### src/rtl/key_conditioner_pkg.sv
// rtl/key_conditioner_pkg.sv - shared key FSM encodings, default timing and counter sizing
package key_conditioner_pkg;

   typedef enum logic [1:0] {
      RELEASED     = 2'd0,
      PRESS_PEND   = 2'd1,
      HELD         = 2'd2,
      RELEASE_PEND = 2'd3
   } key_state_t;

   localparam int DEF_DEBOUNCE_CYCLES = 500000;
   localparam int DEF_REPEAT_DELAY    = 25000000;
   localparam int DEF_REPEAT_PERIOD   = 5000000;

   // One width serves both the stability counter and the repeat timer.
   function automatic int cnt_width(input int a, input int b, input int c);
      int m;
      m = a;
      if (b > m) m = b;
      if (c > m) m = c;
      if (m < 2) m = 2;
      return $clog2(m);
   endfunction

endpackage

### src/rtl/key_conditioner_channel.sv
// rtl/key_conditioner_channel.sv - one pushbutton: synchronizer, debounce FSM, auto-repeat timer
module key_channel
   import key_conditioner_pkg::*;
#(
   parameter int DEBOUNCE_CYCLES = DEF_DEBOUNCE_CYCLES,
   parameter int REPEAT_DELAY    = DEF_REPEAT_DELAY,
   parameter int REPEAT_PERIOD   = DEF_REPEAT_PERIOD
) (
   input  logic clk,
   input  logic reset,
   input  logic key_n,
   output logic level,
   output logic press,
   output logic key_release,
   output logic key_repeat
);

   localparam int CW = cnt_width(DEBOUNCE_CYCLES, REPEAT_DELAY, REPEAT_PERIOD);
   localparam logic [CW-1:0] DEB_LAST = CW'(DEBOUNCE_CYCLES - 1);
   localparam logic [CW-1:0] DLY_LAST = CW'(REPEAT_DELAY - 1);
   localparam logic [CW-1:0] PER_LAST = CW'(REPEAT_PERIOD - 1);
   localparam logic REPEAT_ON = (REPEAT_DELAY != 0);

   function automatic logic [CW-1:0] sat_inc(input logic [CW-1:0] v);
      return (v == '1) ? v : v + CW'(1);
   endfunction

   logic       sync_meta, sync;
   key_state_t state, state_next;
   logic [CW-1:0] cnt, cnt_next, tmr, tmr_next;
   logic       rep_started, rep_started_next;
   logic       level_next, press_next, release_next, repeat_next;

   always_ff @(posedge clk or posedge reset) begin
      if (reset) begin
         sync_meta   <= 1'b0;
         sync        <= 1'b0;
         state       <= RELEASED;
         cnt         <= '0;
         tmr         <= '0;
         rep_started <= 1'b0;
         level       <= 1'b0;
         press       <= 1'b0;
         key_release <= 1'b0;
         key_repeat  <= 1'b0;
      end else begin
         sync_meta   <= ~key_n;
         sync        <= sync_meta;
         state       <= state_next;
         cnt         <= cnt_next;
         tmr         <= tmr_next;
         rep_started <= rep_started_next;
         level       <= level_next;
         press       <= press_next;
         key_release <= release_next;
         key_repeat  <= repeat_next;
      end
   end

   always_comb begin
      state_next       = state;
      cnt_next         = cnt;
      tmr_next         = tmr;
      rep_started_next = rep_started;
      press_next       = 1'b0;
      release_next     = 1'b0;
      repeat_next      = 1'b0;

      case (state)
         RELEASED: begin
            if (sync) begin
               state_next = PRESS_PEND;
               cnt_next   = '0;
            end
         end
         PRESS_PEND: begin
            if (!sync) begin
               state_next = RELEASED;
            end else if (cnt == DEB_LAST) begin
               state_next = HELD;
               press_next = 1'b1;
            end else begin
               cnt_next = sat_inc(cnt);
            end
         end
         HELD: begin
            if (!sync) begin
               state_next = RELEASE_PEND;
               cnt_next   = '0;
            end
         end
         RELEASE_PEND: begin
            if (sync) begin
               state_next = HELD;
            end else if (cnt == DEB_LAST) begin
               state_next   = RELEASED;
               release_next = 1'b1;
            end else begin
               cnt_next = sat_inc(cnt);
            end
         end
         default: state_next = RELEASED;
      endcase

      // Repeat cadence runs off the accepted press and ignores release bounces.
      if (press_next) begin
         tmr_next         = '0;
         rep_started_next = 1'b0;
      end else if (state == HELD || state == RELEASE_PEND) begin
         if (REPEAT_ON && !release_next && tmr == (rep_started ? PER_LAST : DLY_LAST)) begin
            repeat_next      = 1'b1;
            tmr_next         = '0;
            rep_started_next = 1'b1;
         end else begin
            tmr_next = sat_inc(tmr);
         end
      end

      level_next = (state_next == HELD) || (state_next == RELEASE_PEND);
   end

endmodule

### src/rtl/key_conditioner.sv
// rtl/key_conditioner.sv - N_KEYS independent debounced pushbutton channels with auto-repeat
module key_conditioner
   import key_conditioner_pkg::*;
#(
   parameter int N_KEYS          = 4,
   parameter int DEBOUNCE_CYCLES = DEF_DEBOUNCE_CYCLES,
   parameter int REPEAT_DELAY    = DEF_REPEAT_DELAY,
   parameter int REPEAT_PERIOD   = DEF_REPEAT_PERIOD
) (
   input  logic              clk,
   input  logic              reset,
   input  logic [N_KEYS-1:0] key_n,
   output logic [N_KEYS-1:0] level,
   output logic [N_KEYS-1:0] press,
   // release/repeat are reserved words, hence the key_ prefix
   output logic [N_KEYS-1:0] key_release,
   output logic [N_KEYS-1:0] key_repeat
);

   for (genvar k = 0; k < N_KEYS; k++) begin : g_key
      key_channel #(
         .DEBOUNCE_CYCLES(DEBOUNCE_CYCLES),
         .REPEAT_DELAY   (REPEAT_DELAY),
         .REPEAT_PERIOD  (REPEAT_PERIOD)
      ) u_channel (
         .clk        (clk),
         .reset      (reset),
         .key_n      (key_n[k]),
         .level      (level[k]),
         .press      (press[k]),
         .key_release(key_release[k]),
         .key_repeat (key_repeat[k])
      );
   end

endmodule

### config.mk
export PLATFORM = sky130hd
export DESIGN_NAME = key_conditioner
export DESIGN_NICKNAME = d
export VERILOG_FILES = /design/src/rtl/key_conditioner_pkg.sv /design/src/rtl/key_conditioner_channel.sv /design/src/rtl/key_conditioner.sv
export SDC_FILE = /design/constraint.sdc
export NUM_CORES = 1
export LEC_CHECK = 0
export ABC_AREA = 0
export ABC_CLOCK_PERIOD_IN_PS = 8100
export CAP_MARGIN = 15
export CORE_UTILIZATION = 33
export CTS_BUF_LIST = sky130_fd_sc_hd__clkbuf_8
export DETAILED_ROUTE_END_ITERATION = 16
export PLACE_DENSITY = 0.48
export SYNTH_ARGS = -nofsm -noshare
export SYNTH_HDL_FRONTEND = slang
export SYNTH_SLANG_ARGS = --single-unit
### constraint.sdc
create_clock -name clk -period 8.1 [get_ports clk]
set_clock_uncertainty 0.15 [all_clocks]
set_input_delay 1.62 -clock clk [delete_from_list [all_inputs] [get_ports clk]]
set_output_delay 1.62 -clock clk [all_outputs]
set_load 0.005 [all_outputs]
# --- Yosys cells after proc, flatten, opt, wreduce, memory -nomap -nowiden ---
# Index checks and enable logic that the tools add are counted.
totals:
  register_bits: 236
  latch_bits: 0
  ramBits: 0
  mem_bits_ro: 0
  input_bits: 6
  output_inout_bits: 16
  elab_cells: 268
  memories: 0
op_classes:
  addsub: 8
  n_mul: 0
  div_mod_pow: 0
  order_cmp: 0
  n_eq_ne: 56
  shift: 0
  n_mux: 120
  bitwise_logic: 4
  n_reduce_logical: 40
ops:
  columns: ["op", "n"]
  rows:
  - ["two-way mux 25 bit", 44]
  - ["case mux 25 bit (4 select lines)", 4]
  - ["adder 25 x 1 -> 25 bit (second input constant)", 8]
  - ["== test 25 bit (second input constant)", 8]
  - ["== test 25 x 19 -> 1 bit (second input constant)", 4]
  - ["== test 25 bit", 4]
  - ["two-way mux 2 bit", 24]
  - ["two-way mux 1 bit", 44]
  - ["== test 2 bit (second input constant)", 16]
  - ["case mux 2 bit (4 select lines)", 4]
  - ["!= test 2 x 1 -> 1 bit (second input constant)", 8]
  - ["!= test 2 bit (second input constant)", 8]
  - ["AND reduction 2 bit", 8]
  - ["AND reduction 4 bit", 4]
  - ["nonzero test 2 bit", 8]
  - ["!= test 3 x 1 -> 1 bit (second input constant)", 4]
  - ["== test 2 x 1 -> 1 bit (second input constant)", 4]
  - ["logical NOT 2 bit", 4]
  - ["logical OR 1 bit", 8]
  - ["logical AND 1 bit", 4]
  - ["logical NOT 1 bit", 4]
  - ["inverter 1 bit", 4]

# --- Logic depth before layout (Yosys ltp) ---
# Gate-level depths: netlist of the first run.
logic_depth:
  depth_word: 9
  mapped_depth: 10
  depth_no_buf: 9

# --- Cells and area by module ---
# From an unflattened synthesis of the first run, not the netlist that was laid out.
unflattened:
  cells_unflattened: 1499
  hier_area_um2: 13158.9
by_module_without_submodules:
  columns: ["module", "n_inst", "cells_per_inst", "area_each_um2", "seq_area_each_um2"]
  rows:
  - ["key_channel (g_key[0].u_channel ...)", 3, 368, 3273.1, 1451.4]
  - ["key_channel (g_key[3].u_channel)", 1, 395, 3339.5, 1476.4]

# --- Worst setup path before layout of the first run ---
# No wires, ideal clock.
synth_path:
  path_kind: "register to register"
  startpoint: "reg g_key[2].u_channel.cnt[0]"
  endpoint: "reg g_key[2].u_channel.cnt[23]"
  setup_ps: 78
  arrival_ps: 2525
  required_time_ps: 7872
  slack_ps: 5346
  stages_incl_launch_ff: 10
  path_buffers: 2
  period_less_slack_ps: 2754
  path_cell_list: "dfrtp_1 -> ha_1 -> and4_1 -> and3_4 -> and3_4 -> buf_6 -> or4_1 -> buf_2 -> or4_1 -> a21oi_1"
synth_via:
  elab_chain_cells: 5
  word_cells_on_any_way: 8
  classes_between: "1 x add/sub; 2 x eq/ne; 5 x mux"
synth_lines:
  columns: ["item", "line", "text"]
  rows:
  - ["start: declaration", "key_conditioner_channel.sv:30", "logic [CW-1:0] cnt, cnt_next, tmr, tmr_next;"]
  - ["start signal: assignment", "key_conditioner_channel.sv:50", "cnt <= cnt_next;"]
  - ["adder 25 x 1 -> 25 bit or == test 25 bit (tied branches)", "key_conditioner_channel.sv:25", "return (v == '1) ? v : v + CW'(1);"]
  - ["two-way mux 25 bit", "key_conditioner_channel.sv:25", null]
  - ["two-way mux 25 bit (*)", "key_conditioner_channel.sv:79, key_conditioner_channel.sv:95", null]
  - ["two-way mux 25 bit, on equally long branches", "key_conditioner_channel.sv:93, key_conditioner_channel.sv:77", null]
  - ["case mux 25 bit (4 select lines) (*)", "key_conditioner_channel.sv:69", "case (state)"]
# Mark *: on every way between the ends. The rest lies on a longest branch, timed or not. The select of a mux whose other input is x is not followed.
# A chain may end at the register's enable or synchronous reset.

# --- Worst setup path in the final report of the first run ---
layout_path:
  startpoint: "reg g_key[3].u_channel.tmr[0]"
  endpoint: "reg g_key[3].u_channel.tmr[23]"
layout_via:
  elab_chain_cells: 5
  word_cells_on_any_way: 10
  classes_between: "1 x add/sub; 3 x eq/ne; 4 x mux; 2 x reduce/logical"
layout_lines:
  columns: ["item", "line", "text"]
  rows:
  - ["start: declaration", "key_conditioner_channel.sv:30", null]
  - ["start signal: assignment", "key_conditioner_channel.sv:51", "tmr <= tmr_next;"]
  - ["adder 25 x 1 -> 25 bit or == test 25 bit (tied branches)", "key_conditioner_channel.sv:25, key_conditioner_channel.sv:110", null]
  - ["two-way mux 25 bit or logical AND 1 bit (tied branches)", "key_conditioner_channel.sv:25, key_conditioner_channel.sv:110", null]
  - ["two-way mux 25 bit", "key_conditioner_channel.sv:110", "if (REPEAT_ON && !release_next && tmr == (rep_started ? PER_LAST : DLY_LAST)) begin"]
  - ["two-way mux 25 bit", "key_conditioner_channel.sv:109", "end else if (state == HELD || state == RELEASE_PEND) begin"]
  - ["two-way mux 25 bit", "key_conditioner_channel.sv:106", "if (press_next) begin"]
# Parallel ways exist; a longest one is shown, timed or not. The select of a mux whose other input is x is not followed.

==> results of run 1 <==
per-stage QoR:
stage	util	worst slack, ps	std cells
floorplan	-	3240	1534
global placement	0.350	4860	2012
detailed placement	0.350	4860	2012
CTS	0.372	4840	2089
global route	0.372	4640	2089
finish	0.372	4900	2089
area by class of cell:
class                           instances  area, um^2
Inverter                               41         158
Sequential cell                       236        5910
Fill cell                            4189       25000
Tap cell                              525         657
Clock inverter                         21         110
Timing Repair Buffer                   34         320
Multi-Input combinational cell       1176        6910
Clock buffer                           56         771
cells in the final DEF, fill, tap and decap left out, drive strengths merged, types with 9 or more instances in the layout:
master         synthesis  routed
dfrtp                236     236
nand2                184     184
nor2                 129     129
nand3                121     121
o21ai                 82      82
nor3                  70      70
nand4                 59      59
nor4                  58      58
xnor2                 57      57
clkbuf                57      56
inv                   40      55
or3                   52      52
a21oi                 50      50
and3                  44      44
and4                  25      25
or4                   21      21
clkdlybuf4s50          0      21
nand3b                20      20
nor4b                 18      18
o211ai                17      17
xor2                  15      15
buf                   24      13
a21o                  12      12
a22oi                 10      10
and2                  10      10
nor4bb                 9       9
o31ai                  9       9
a31oi                  9       9
worst max-delay path by stage:
stage,startpoint,to,slack [ps],depth (start not counted)
final,g_key[3].u_channel.tmr[0]$_DFFE_PP0P_,g_key[3].u_channel.tmr[23]$_DFFE_PP0P_,4900,7
after global routing,g_key[3].u_channel.tmr[0]$_DFFE_PP0P_,g_key[3].u_channel.tmr[23]$_DFFE_PP0P_,4640,7
after CTS,g_key[0].u_channel.press$_DFF_PP0_,press[0],4840,1
after detailed placement,reset,g_key[1].u_channel.cnt[1]$_DFFE_PP0P_,4860,3
after global placement,reset,g_key[1].u_channel.cnt[3]$_DFFE_PP0P_,4860,3
after floorplan,reset,g_key[0].u_channel.cnt[0]$_DFFE_PP0P_,3240,1
state kept, by name, summed over array words and instances (netlist names):
| register | cells |
|---|---|
| g_key.u_channel.tmr | 100 |
| g_key.u_channel.sync | 4 |
| g_key.u_channel.key_repeat | 4 |
| g_key.u_channel.key_release | 4 |
| g_key.u_channel.cnt | 100 |
| g_key.u_channel.state | 8 |
| g_key.u_channel.sync_meta | 4 |
| g_key.u_channel.level | 4 |
| g_key.u_channel.press | 4 |
| g_key.u_channel.rep_started | 4 |
worst max-delay path, cell delays in order (launching register included):
cell and delay, ps:
dfrtp_1 410, ha_1 240, and3_1 200, and3_1 200, a41oi_1 770, o21ai_2 470, or4_1 600, nand3_1 90
cell families after synthesis:
family / share of synthesized area
simple gates: 0.348
flops: 0.443
compound gates: 0.109
buf+inv: 0.0404
xor+xnor: 0.0473
fa+ha+maj: 0.00751
mux: 0.00488
per-layer routing:
metal	wire length, um	global-route usage	vias to the layer above	share of wire
met5	0	0	-	0
met4	704	0.0548	0	0.021
met3	1120	0.0266	47	0.034
met2	15000	0.263	149	0.45
met1	16200	0.227	5584	0.49
li1	-	-	5640	-
power by group:
part           switching (mW)  internal [mW]
Sequential             0.0158           1.19
Clock                   0.521          0.649
Combinational          0.0481         0.0174
Total                   0.585           1.86
==> results.md, run 1 <==
- Root Buffer: clkbuf_8
- Peak VDD IR: 0.0811 mV
- Final critical-path required period: 3200 ps
- Dpl hpwl: 21.4 mm
- CTS tree: done
- HP Class: flop to flop
- Worst Tran Pin Value: 1080 ps
- Starting Density: 0.335
- F_max: 0.313 GHz
- Max Root-Sink Buffers: 3
- Vias per inst: 5.47
- Critical Path Source Type: flop
- P per Cell Area: 165 nW/um^2
- Synthesis warning total: 0
- Chip height: 203 um
- Synthesized flop and latch total: 236
- Gate Count Post-Synth: 1534
- Avg Cell Area, Syn: 8.69 um^2
- Fin Setup TNS: 0 ps
- CTS Buf Count: 45
- Die W: 203 um
- Post-Place Cell Area: 13900 um^2
- Rows: 73
- GP Congestion: 0.783
- Post-CTS Hold Fix Bufs: 0
- Initial antenna violation count: 0
- CTS Sinks: 236
- Worst-Skew Late Latency: 580 ps
- Fin. Hold Viols: 0
- Nets: 1548
- Gr ovfl total: 0
- Crit share post-route: 0.395
- Hold endpoint: g_key[0].u_channel.sync$_DFF_PP0_
- Post-cts sizing count: 0
- GRT Util Overall: 0.165
- Max-Cap Viols: 0
- Ant. Diodes: 0
- Leakage: 5.92 nW
- Count leader, synth: dfrtp_1
- DR WL/cell: 15.8 um
- Status: complete, no violations
- Mapped Area: 13300 um^2
- FF-to-FF Start: g_key[3].u_channel.tmr[0]$_DFFE_PP0P_
- Asr flop ratio synth: 1.00
- H-tree depth: 2
- Number of cells on the worst hold path: 0
- Via count: 11400
- Synth cell count leaders: dfrtp_1 (236), nand2_1 (184), nor2_1 (129)
- Most used DFF post-synth: dfrtp_1
- Top cell type by total area after synthesis: dfrtp_1
- Post CTS Setup Buffer Count: 0
- RR Endpoint: g_key[3].u_channel.tmr[23]$_DFFE_PP0P_
- Detailed Route Iter0 Violations: 693
- I/O pin cnt: 22
- PortBufs: 21
- CP Class: flop to flop
- First-pass GRT wire length: 56.9 mm
- Share of the synthesized area in the top cell type: 0.443
- Post-synthesis sequential area ratio: 0.443
- Synth-to-Final Area Change: 11.3%
- Post-layout instance area: 14800 um^2
- Vias in the first global route: 11100
- Total chip power: 2.44 mW
- Core ar.: 39800 um^2
- Largest net degree at the start of global routing: 180
- Hold slack: 196 ps
- Final setup fails: 0
- Final wirelength: 33.1 mm
- CP arrival: 3550 ps
- Synth area leaders: dfrtp_1 (44%), nand2_1 (5.2%), nand3_1 (4.5%)
- Synth unique cells: 75
- RSZ-0062 raised after global routing: no
- Post-detailed-route count of antenna-violating nets: 0
- Net Count, Synth: 1548
- Fraction of layout cells with a size suffix above 1: 0.0697
- Post-synth EDFFs: 0
- CP required: 8460 ps
- Reg2reg setup slack: 4900 ps
- Die Area: 41200 um^2
- Worst-path clk slew: 60 ps
- Crit end category: flop
- Relative slew slack: 0.283
- Register-to-Register Path Depth: 7
- # DRC: 0
- Slew Limit Fails: 0
- Min-delay src: g_key[0].u_channel.sync_meta$_DFF_PP0_
- First-pass detailed-route iteration total: 5
- Max FO, Critical Path: 19
No activity file was read; power rests on OpenSTA's default activity.
==> inputs of run 2 (changes only) <==
--- a/config.mk
+++ b/config.mk
@@ -6,12 +6,12 @@
 export NUM_CORES = 1
 export LEC_CHECK = 0
 export ABC_AREA = 0
-export ABC_CLOCK_PERIOD_IN_PS = 8100
+export ABC_CLOCK_PERIOD_IN_PS = 3000
 export CAP_MARGIN = 15
 export CORE_UTILIZATION = 33
 export CTS_BUF_LIST = sky130_fd_sc_hd__clkbuf_8
 export DETAILED_ROUTE_END_ITERATION = 16
-export PLACE_DENSITY = 0.48
+export PLACE_DENSITY = 0.47
 export SYNTH_ARGS = -nofsm -noshare
 export SYNTH_HDL_FRONTEND = slang
 export SYNTH_SLANG_ARGS = --single-unit
==> constraint.sdc (replaced) <==
create_clock -name clk -period 3 [get_ports clk]
set_clock_uncertainty 0.15 [all_clocks]
set_input_delay 0.6 -clock clk [delete_from_list [all_inputs] [get_ports clk]]
set_output_delay 0.6 -clock clk [all_outputs]
set_load 0.005 [all_outputs]
==> results.md, run 2 (synthesis gave the netlist of run 1 again) <==
- Critical Path Source Type: flop (unchanged)
- Largest net degree at the start of global routing: 100 (was 180)
- Crit share post-route: 0.955 (was 0.395)
- Rows: 73 (unchanged)
- Hold slack: 125 ps (was 196 ps)
- Worst Tran Pin Value: 921 ps (was 1080 ps)
- First-pass GRT wire length: 58.6 mm (was 56.9 mm)
- Worst stage delay on the critical path: 630 ps (was 770 ps)
- Synth-to-Final Area Change: 14.6% (was 11.3%)
- Post-detailed-route count of antenna-violating nets: 0 (unchanged)
- Nets: 1600 (was 1548)
- H-tree depth: 2 (unchanged)
- Status: complete, no violations (unchanged)
- Detailed Route Iter0 Violations: 643 (was 693)
- Final wirelength: 33.7 mm (was 33.1 mm)
- Fin Setup TNS: 0 ps (unchanged)
- GRT Util Overall: 0.171 (was 0.165)
- GP Congestion: 0.799 (was 0.783)
- Commonest non-fill, non-tap cell in the layout: dfrtp_1 (unchanged)
- Via count: 11500 (was 11400)
- Most frequent cells in the layout: dfrtp_1 (236), nand2_1 (184), nor2_1 (129), nand3_1 (121), o21ai_0 (75) (was dfrtp_1 (236), nand2_1 (184), nor2_1 (127), nand3_1 (121), o21ai_0 (75))
- Core ar.: 39800 um^2 (unchanged)
- CTS tree: done (unchanged)
- Vias in the first global route: 11500 (was 11100)
- I/O pin cnt: 22 (unchanged)
- Dpl hpwl: 22.6 mm (was 21.4 mm)
- Max FO, Critical Path: 5 (was 19)
- Starting Density: 0.335 (unchanged)
- CP required: 3370 ps (was 8460 ps)
- HP Class: input port to async pin (was flop to flop)
- First-pass detailed-route iteration total: 5 (unchanged)
- Die W: 203 um (unchanged)
- Slowest cell on crit path: or4_1 (was a41oi_1)
- Post-cts sizing count: 0 (unchanged)
- DR WL/cell: 15.8 um (about the same)
- Final critical-path required period: 2860 ps (was 3200 ps)
- Post CTS Setup Buffer Count: 0 (unchanged)
- RSZ-0062 raised after global routing: no (unchanged)
- Vias per inst: 5.38 (was 5.47)
- P per Cell Area: 438 nW/um^2 (was 165 nW/um^2)
- CP Class: flop to flop (unchanged)
- Gr ovfl total: 0 (unchanged)
- F_max: 0.349 GHz (was 0.313 GHz)
- Fin. Hold Viols: 0 (unchanged)
- CP arrival: 3230 ps (was 3550 ps)
- Ant. Diodes: 0 (unchanged)
- Post-CTS Hold Fix Bufs: 0 (unchanged)
- Root Buffer: clkbuf_8 (unchanged)
- Fin util: 0.384 (was 0.372)
- Final setup fails: 0 (unchanged)
- Max-Cap Viols: 0 (unchanged)
- Critical path cell sequence: ha_1 -> and4_1 -> and4_1 -> a21o_1 -> or4_1 -> or4_1 -> a21oi_1 (was ha_1 -> and3_1 -> and3_1 -> a41oi_1 -> o21ai_2 -> or4_1 -> nand3_1)
- CTS Sinks: 236 (unchanged)
- Peak VDD IR: 0.220 mV (was 0.0811 mV)
- Slew Limit Fails: 0 (unchanged)
- PortBufs: 21 (unchanged)
- Worst-Skew Late Latency: 600 ps (was 580 ps)
- Fraction of layout cells with a size suffix above 1: 0.100 (was 0.0697)
- Finished Layout Cells: 2138 (was 2089)
- # DRC: 0 (unchanged)
- Pre-CTS setup slack: 153 ps (was 4860 ps)
- Relative slew slack: 0.383 (was 0.283)
- Max Root-Sink Buffers: 3 (unchanged)
- Crit end category: flop (unchanged)
- Chip height: 203 um (unchanged)
- Initial antenna violation count: 0 (unchanged)
- Setup slack after layout: 136 ps (was 4900 ps)
- Worst-path clk slew: 60 ps (about the same)
- Regs by FF count: g_key.u_channel.cnt (100), g_key.u_channel.tmr (100), g_key.u_channel.state (8) (unchanged)
- # placed instances: 2062 (was 2012)
- CTS Buf Count: 47 (was 45)
- Leakage: 6.18 nW (was 5.92 nW)
- Die Area: 41200 um^2 (unchanged)
## run 2: cell count changes in the layout (fill, tap and decap cells not counted)
| cell | previous run | this run |
|---|---|---|
| clkbuf_8 | 56 | 58 |
| clkinvlp_4 | 1 | 4 |
| buf_4 | 12 | 58 |
| nor2_1 | 127 | 129 |
| nor2_2 | 2 | 0 |
| inv_1 | 54 | 48 |
| buf_12 | 1 | 5 |
## run 2: metrics by stage
step	instance area (um^2)	power, mW
finish	15300	6.68
global route	15300	7.04
CTS	15300	6.86
detailed placement	14400	3.52
global placement	14400	3.52
floorplan	13300	3.43
## run 2: metal layers
layer	global-route usage	share of wire
met1	0.239	0.49
met2	0.264	0.45
met3	0.0334	0.037
met4	0.0556	0.022
met5	0	0
## run 2: critical path, delay by kind of cell (launching register included)
kind	cells	cell delay, ps
AOI/OAI and AO/OA	2	320
DFF	1	410
and+or+nand+nor	4	1660
adders and majority gates	1	240
## run 2: final timing paths
kind / startpoint / endpoint / slack [ps] / cells past startpoint
worst max-delay path: g_key[2].u_channel.cnt[1]$_DFFE_PP0P_ / g_key[2].u_channel.cnt[23]$_DFFE_PP0P_ / 140 / 7
worst min-delay path: reset / g_key[2].u_channel.cnt[17]$_DFFE_PP0P_ / 130 / 2
worst max register to register: g_key[2].u_channel.cnt[1]$_DFFE_PP0P_ / g_key[2].u_channel.cnt[23]$_DFFE_PP0P_ / 140 / 7
worst min register to register: g_key[1].u_channel.sync_meta$_DFF_PP0_ / g_key[1].u_channel.sync$_DFF_PP0_ / 200 / 0
min in group clk: g_key[1].u_channel.sync_meta$_DFF_PP0_ / g_key[1].u_channel.sync$_DFF_PP0_ / 200 / 0
max in group asynchronous: reset / g_key[3].u_channel.cnt[19]$_DFFE_PP0P_ / 1780 / 3
## run 2: area by class of cell
type / instances / area, um^2
Clock buffer: 58 / 798
Clock inverter: 18 / 110
Fill cell: 4122 / 24500
Inverter: 41 / 158
Multi-Input combinational cell: 1176 / 6900
Sequential cell: 236 / 5910
Tap cell: 525 / 657
Timing Repair Buffer: 84 / 746
## run 2: where the power goes
group	leakage (nW)	internal, mW	total [mW]	switching [mW]
sequential	3.26	3.22	3.26	0.0405
combinational	2.42	0.0575	0.192	0.134
clock	0.500	1.81	3.23	1.43
